## src/rtl/triangle_wave_checker_pkg.sv

```systemverilog
// triangle_wave_checker_pkg: shared state enum, error codes and triangle geometry helpers
package triangle_wave_checker_pkg;
  typedef enum logic [1:0] {EMPTY, ACQ, RISE, FALL} state_t;
  localparam logic [1:0] ERR_STEP = 2'b01;
  localparam logic [1:0] ERR_SHAPE = 2'b10;
  function automatic int max_val(input int w);
    return (1 << w) - 1;
  endfunction
  function automatic int ideal_period(input int w);
    return 2 * max_val(w);
  endfunction
endpackage

```

## src/rtl/tri_period_meter.sv

```systemverilog
// tri_period_meter: trough-to-trough sample counter, period register and clean-period lock
module tri_period_meter
  import triangle_wave_checker_pkg::*;
#(
  parameter int WIDTH = 5,
  parameter int PERIOD_W = 8,
  parameter int LOCK_PERIODS = 2
) (
  input  logic clk,
  input  logic rst_n,
  input  logic accept_i,
  input  logic trough_i,
  input  logic err_i,
  output logic [PERIOD_W-1:0] period_o,
  output logic period_valid_o,
  output logic locked_o
);
  localparam logic [PERIOD_W-1:0] IDEAL = PERIOD_W'(ideal_period(WIDTH));
  localparam int CW = $clog2(LOCK_PERIODS + 1);
  localparam logic [CW-1:0] LOCK_N = CW'(LOCK_PERIODS);
  logic [PERIOD_W-1:0] cnt_q, cnt_d, period_q, period_d;
  logic pv_q, pv_d, have_q, have_d, locked_q, locked_d;
  logic [CW-1:0] clean_q, clean_d;
  // the counter still holds the previous trough's count when the new trough arrives
  always_comb begin
    pv_d = accept_i & trough_i & have_q;
    cnt_d = !accept_i ? cnt_q : trough_i ? PERIOD_W'(1) : &cnt_q ? cnt_q : cnt_q + PERIOD_W'(1);
    period_d = pv_d ? cnt_q : period_q;
    have_d = err_i ? 1'b0 : (accept_i & trough_i) | have_q;
    clean_d = err_i ? '0 : !pv_d ? clean_q : cnt_q != IDEAL ? '0 : clean_q == LOCK_N ? clean_q : clean_q + CW'(1);
    locked_d = clean_d == LOCK_N;
  end
  always_ff @(posedge clk or negedge rst_n) begin
    if (!rst_n) begin
      cnt_q <= '0;
      period_q <= '0;
      pv_q <= 1'b0;
      have_q <= 1'b0;
      clean_q <= '0;
      locked_q <= 1'b0;
    end else begin
      cnt_q <= cnt_d;
      period_q <= period_d;
      pv_q <= pv_d;
      have_q <= have_d;
      clean_q <= clean_d;
      locked_q <= locked_d;
    end
  end
  assign period_o = period_q;
  assign period_valid_o = pv_q;
  assign locked_o = locked_q;
endmodule

```

## config.mk

```make
export PLATFORM = sky130hd
export DESIGN_NAME = tri_period_meter
export DESIGN_NICKNAME = d
export VERILOG_FILES = /design/src/rtl/triangle_wave_checker_pkg.sv /design/src/rtl/tri_period_meter.sv
export SDC_FILE = /design/constraint.sdc
export NUM_CORES = 1
export LEC_CHECK = 0
export CORE_MARGIN = 2
export CORE_UTILIZATION = 51
export DETAILED_ROUTE_END_ITERATION = 16
export PLACE_DENSITY = 0.75
export SYNTH_ARGS = -nofsm -noshare
export SYNTH_HDL_FRONTEND = slang
export SYNTH_SLANG_ARGS = --single-unit
```

## constraint.sdc

```tcl
create_clock -name clk -period 2.2 [get_ports clk]
set_clock_uncertainty 0.05 [all_clocks]
set_input_delay 0.22 -clock clk [delete_from_list [all_inputs] [get_ports clk]]
set_output_delay 0.22 -clock clk [all_outputs]
set_load 0.05 [all_outputs]
```

==> key figures, run 1 <==
Run status
  • Status: finished, final reports clean

Placement
  • Post-place setup slack: 0.423 ns
  • Port Buffers: 14
  • Post-Place Cell Area: 1170 sq um
  • Placed Cells: 126
  • Detailed Place HPWL: ~1400 um
  • Final GP Congestion: ~0.79

Logic synthesis
  • Syn avg cell area: approximately 12 sq um
  • Ys Warns: 0
  • Netlist Area Pre-Place: 991 sq um
  • Sequential share of the synthesized area: between 50 and 60%
  • Distinct cell type count after synthesis: 29
  • Number of synthesized flops with an enable pin: 0
  • Mapped Cells: 86
  • Top_reg_cell synth: dfrtp_1
  • Syn nets: 94
  • Synth Register Bits: 21
  • Post-synth ARST share: 100%

Power
  • Max rail drop VDD: 369 uV
  • Total leakage power: between 0.5 and 0.6 nW
  • Pwr Density: roughly 650 nW/um^2
  • PnR Total Power: roughly 0.78 mW

Floorplan
  • Die W: a little under 50 um
  • Initial Util: a little under three fifths
  • Num rows: 15
  • Core ar.: 1780 sq um
  • Die height: slightly below 50 um
  • I/O Pins: 15
  • Die area: between 2000 and 2500 sq um

STA
  • Final setup vio count: 0
  • Fmax: 570 MHz
  • Final period util: 79.8%
  • Worst-margin pin slew: around 0.50 ns
  • Final WS setup: about 0.45 ns
  • Setup_tns: 0 ns
  • Final worst path period need: approximately 1.8 ns
  • Final Hold Vio Count: 0
  • RSZ-0062 raised after global routing: no
  • Max Slew Vio Count: 0
  • Max-slew headroom at the worst pin: roughly 66%
  • Hold_ws: 0.201 ns

Clock network
  • CTS Root Cell: clkbuf_4
  • Htree depth: 1
  • # hold bufs at CTS: 0
  • TritonCTS clock tree: done
  • CTS sink cnt: 21
  • CTS clk-pin slew, worst paths: about 0.11 ns
  • Setup Buffers After CTS: 0
  • Worst skew pair latency: ~0.30 ns
  • TritonCTS Buffers: 3
  • Maximum root-to-sink buffer count: 2
  • Post_cts resized: 0

Run
  • Max_cap viols: 0

Drt
  • Final WL: 1810 um
  • DRT iter0 DRCs: 12
  • ANT nets after route: 0
  • Vias: around 730
  • DRC viols: 0
  • Drt pass-1 iters: 4
  • Vias/cell: 5.61
  • Drt wl/cell: between 10 and 15 um

GRT
  • Global-route wire length before repair: approximately 3200 um
  • Grt total ovfl: 0
  • Total track usage: between 20 and 25%
  • Vias in the first global route: 706
  • Initial antenna violation count: 0
  • Largest net degree at the start of global routing: 22

Critical path
  • Crit path max-delay cell type: clkdlybuf4s50_1
  • Critical Path RT: 1.93 ns
  • WS Path Type: reg -> out
  • CP endpoint kind: output pin
  • Max Fanout on Critical Path: 2
  • Worst Path Buf+Inv: 1
  • Critical path data arrival time: 1.48 ns
  • CP peak stage delay: ~0.81 ns
  • CP Launch Type: flip-flop
  • Worst-path cell chain: clkdlybuf4s50_1
  • CP top delay family: buffers and inverters

Layout
  • Final instance area: roughly 1200 sq um
  • Final Non-Filler Cells: 130
  • Most frequent cells in the layout: dfrtp_1, clkdlybuf4s50_1, nand2_1, a21oi_1
  • Fill cells: 136
  • Final core occ: 67.4%
  • Fin nets: between 100 and 150
  • Commonest non-fill, non-tap cell in the layout: dfrtp_1
  • Area Overhead vs Synth: 21.2%
  • Share of layout cells above drive strength 1: between 10 and 15%
  • Antenna diodes: 0

Worst hold path
  • Min-delay worst type: in -> async
Yosys cell counts, types with 2 or more instances:
cell type  instances  area [sq um]
and3_1             2          12.5
inv_1              5          18.8
nand3_1            5          25.0
o31ai_1            3          22.5
buf_2              2          10.0
dfrtp_1           21           526
a41oi_1            2          17.5
a21oi_1            6          30.0
mux2_1             3          33.8
mux2i_1            3          30.0
nor2_1             3          11.3
ha_1               3          37.5
mux2_2             4          45.0
nand4_1            2          12.5
nand2_1            7          26.3
o21ai_0            2          10.0
flip-flops by register name (all words and copies together), names as in the netlist:
| name | flops |
|---|---|
| clean_q | 2 |
| cnt_q | 8 |
| have_q | 1 |
| locked_o | 1 |
| period_o | 8 |
| period_valid_o | 1 |
power by group:
group	total [mW]	switching, mW	internal, mW
sequential	0.436	0.0257	0.410
combinational	0.160	0.101	0.0591
clock	0.180	0.110	0.0706
routing by layer:
| layer | GRT usage (%) | wire [um] |
|---|---|---|
| met4 | 6.49 | 21 |
| met1 | 29.1 | 842 |
| met5 | 0 | 0 |
| met3 | 3.40 | 52 |
| met2 | 30.7 | 889 |
final timing paths:
check / from / to / slack [ns] / cells after the start
min reg2reg: clean_q[0] / locked_o / 0.44 / 1
max in group asynchronous: rst_n / cnt_q[5] / 1.68 / 2
max: period_o[1] / period_o[1] / 0.45 / 1
max reg2reg: cnt_q[1] / cnt_q[5] / 0.45 / 5
min in group clk: clean_q[0] / locked_o / 0.44 / 1
min: rst_n / period_valid_o / 0.20 / 2
cell families (layout without fill, tap and decap cells):
family | count (synthesis) | in the layout | synth area share [%]
AND/OR/NAND/NOR | 24 | 24 | 13.6
flip-flops | 21 | 21 | 53.0
AO/OA/AOI/OAI | 20 | 20 | 15.3
multiplexers | 10 | 10 | 11.0
buffers and inverters | 8 | 27 | 3.28
adder cells (fa/ha/maj) | 3 | 3 | 3.79
cell type report:
| class | instances | area (sq um) | share of cell area [%] |
|---|---|---|---|
| flip-flops and latches | 21 | 526 | 43.8 |
| inverters | 6 | 22.5 | 1.88 |
| multi-input cells | 57 | 433 | 36.0 |
| well taps | 25 | 31.3 | 2.60 |
| repair buffers | 17 | 163 | 13.5 |
| clock buffers | 4 | 26.3 | 2.19 |
Note: power is estimated with default switching activity, not from simulation.
==> run 2, diff against run 1 <==
==> constraint.sdc (replaced) <==
create_clock -name clk -period 1.7 [get_ports clk]
set_clock_uncertainty 0.05 [all_clocks]
set_input_delay 0.17 -clock clk [delete_from_list [all_inputs] [get_ports clk]]
set_output_delay 0.17 -clock clk [all_outputs]
set_load 0.05 [all_outputs]
==> run 2 against run 1 <==
First-iteration DRC count down 25%; design area stayed put; sequential share of layout area increased by 0.21 points; sequential power up 29%; die area did not move; worst setup slack worse by 0.39 ns; utilization stayed put; largest cell class unchanged.
==> key figures, run 2 (same netlist as run 1, synthesis figures left out) <==
STA
  • Max-slew headroom at the worst pin: 66.4% (about the same)
  • Max Slew Vio Count: 0 (unchanged)
  • Final worst path period need: approximately 1.6 ns
  • Hold_ws: 0.156 ns (-0.0443 ns)
  • Final Hold Vio Count: 0 (unchanged)
  • RSZ-0062 raised after global routing: no
  • Fmax: around 610 MHz
  • Setup_tns: 0 ns (unchanged)
  • Final setup vio count: 0 (unchanged)
  • Final period util: slightly below 100%
  • Worst-margin pin slew: 0.503 ns (+0.000723 ns)

Critical path
  • Worst r2r dst: cnt_q[1]
  • Critical path data arrival time: 1.43 ns (-0.05 ns)
  • CP endpoint kind: output pin
  • Max Fanout on Critical Path: 1 (-1)
  • Worst Reg-to-Reg Cells: 4 (-1)
  • CP peak stage delay: 0.79 ns (-0.02 ns)
  • Critical Path End: locked_o
  • Critical Path RT: 1.48 ns (-0.45 ns)
  • Number of cells on the critical path: 1 (unchanged)
  • CP top delay family: buffers and inverters
  • R2R setup slack: 0.12 ns (-0.33 ns)
  • Worst Path Buf+Inv: 1 (unchanged)
  • CP Launch Point: locked_o
  • CP Launch Type: flip-flop
  • Launch instance of the worst register-to-register path: cnt_q[1]
  • Worst-path cell chain: clkdlybuf4s50_1
  • Crit path max-delay cell type: clkdlybuf4s50_1
  • WS Path Type: reg -> out

GRT
  • Grt total ovfl: 0 (unchanged)
  • Total track usage: 19.3% (-0.76 points)
  • Vias in the first global route: 687 (-2.7%)
  • Largest net degree at the start of global routing: 22 (unchanged)
  • Global-route wire length before repair: 3050 um (-4.5%)
  • Initial antenna violation count: 0 (unchanged)

Run
  • Max_cap viols: 0 (unchanged)

Drt
  • Met1 wire length: 815 um (-3.2%)
  • DRC viols: 0 (unchanged)
  • Drt pass-1 iters: 4 (unchanged)
  • WL met3: 61 um (+17%)
  • Met2 wire len: 874 um (-1.7%)
  • DR top layer: met4
  • Drt wl/cell: 13.4 um (-3.8%)
  • Final WL: 1760 um (-2.3%)
  • Vias: 721 (-1.1%)
  • DRT iter0 DRCs: 9 (-3)
  • ANT nets after route: 0 (unchanged)
  • Vias/cell: 5.46 (-2.6%)

Layout
  • Final instance area: 1200 sq um (unchanged)
  • Most frequent cells in the layout: dfrtp_1, buf_4, nand2_1, a21oi_1
  • Area Overhead vs Synth: 21.2% (unchanged)
  • Share of layout cells above drive strength 1: 25.2% (+11 points)
  • Antenna diodes: 0 (unchanged)
  • Fin nets: 116 (+1.8%)
  • Commonest non-fill, non-tap cell in the layout: dfrtp_1

Floorplan
  • Num rows: 15 (unchanged)
  • Initial Util: 55.6% (unchanged)
  • I/O Pins: 15 (unchanged)
  • Die area: 2310 sq um (unchanged)
  • Core ar.: 1780 sq um (unchanged)
  • Die height: 48.1 um (unchanged)
  • Die W: 48.1 um (unchanged)

Worst hold path
  • Min-delay worst type: in -> async

Placement
  • Post-Place Cell Area: 1170 sq um (-0.43%)
  • Final GP Congestion: 0.848 (+7.2%)
  • Port Buffers: 14 (unchanged)
  • Detailed Place HPWL: 1310 um (-3.6%)

Clock network
  • # hold bufs at CTS: 0 (unchanged)
  • TritonCTS clock tree: done
  • Worst skew pair latency: 0.29 ns (about the same)
  • TritonCTS Buffers: 3 (unchanged)
  • Htree depth: 1 (unchanged)
  • Maximum root-to-sink buffer count: 2 (unchanged)
  • CTS sink cnt: 21 (unchanged)
  • CTS Root Cell: clkbuf_4
  • CTS clk-pin slew, worst paths: 0.11 ns (about the same)

Power
  • Max rail drop VDD: 637 uV (+73%)
  • Total leakage power: 0.589 nW (+7.4%)
  • Pwr Density: 831 nW/um^2 (+29%)

Run status
  • Status: finished, final reports clean
==> run 2: cell type report <==
cell class,instances,area (sq um)
multi-input combinational,57,433
clock buffer,4,26.3
inverter,6,22.5
sequential,21,528
timing repair buffer,19,160
fill,148,582
tap,25,31.3
==> run 2: what timing repair did <==
| action | CTS | global route |
|---|---|---|
| resized for setup | 0 | 3 |
| setup buffers | 0 | 0 |
| endpoints found under the setup margin | 0 | 5 |
==> run 2: how the worst min path moves through the flow <==
stage | from | end | slack, ns | cells past startpoint
2_1_floorplan | rst_n | clean_q[0] | -0.18 | 0
3_3_place_gp | clean_q[0] | locked_o | 0.41 | 1
3_5_place_dp | clean_q[0] | locked_o | 0.41 | 1
4_1_cts | rst_n | clean_q[1] | 0.15 | 2
5_1_grt | rst_n | cnt_q[2] | 0.16 | 2
6_report | rst_n | cnt_q[5] | 0.16 | 2
==> run 2: layer usage <==
metal  vias to the layer above  track usage [%]
met3                         2             3.40
li1                        359                -
met2                        12             31.7
met4                         0             9.19
met5                         -                0
met1                       348             24.6
==> run 2: power breakdown <==
part | internal, mW | switching [mW]
logic | 0.0742 | 0.132
registers | 0.532 | 0.0293
clock network | 0.0913 | 0.139
==> run 2: through the flow <==
stage / instances / power [mW] / setup slack, ns / util (%)
2_1_floorplan: 86 / 0.696 / 0.139 / -
3_3_place_gp: 128 / 0.775 / 0.0863 / 65.6
3_5_place_dp: 128 / 0.778 / 0.0703 / 65.6
4_1_cts: 132 / 1.02 / 0.0279 / 67.1
5_1_grt: 132 / 1.06 / 0.000234 / 67.4
6_report: 132 / 0.998 / 0.0525 / 67.4
==> run 3, diff against run 2 <==
--- a/config.mk
+++ b/config.mk
@@ -5,6 +5,7 @@
 export SDC_FILE = /design/constraint.sdc
 export NUM_CORES = 1
 export LEC_CHECK = 0
+export CAP_MARGIN = 20
 export CORE_MARGIN = 2
 export CORE_UTILIZATION = 51
 export DETAILED_ROUTE_END_ITERATION = 16
==> results of run 3 <==
No change in the layout: final DEF, timing and power equal those of run 2.
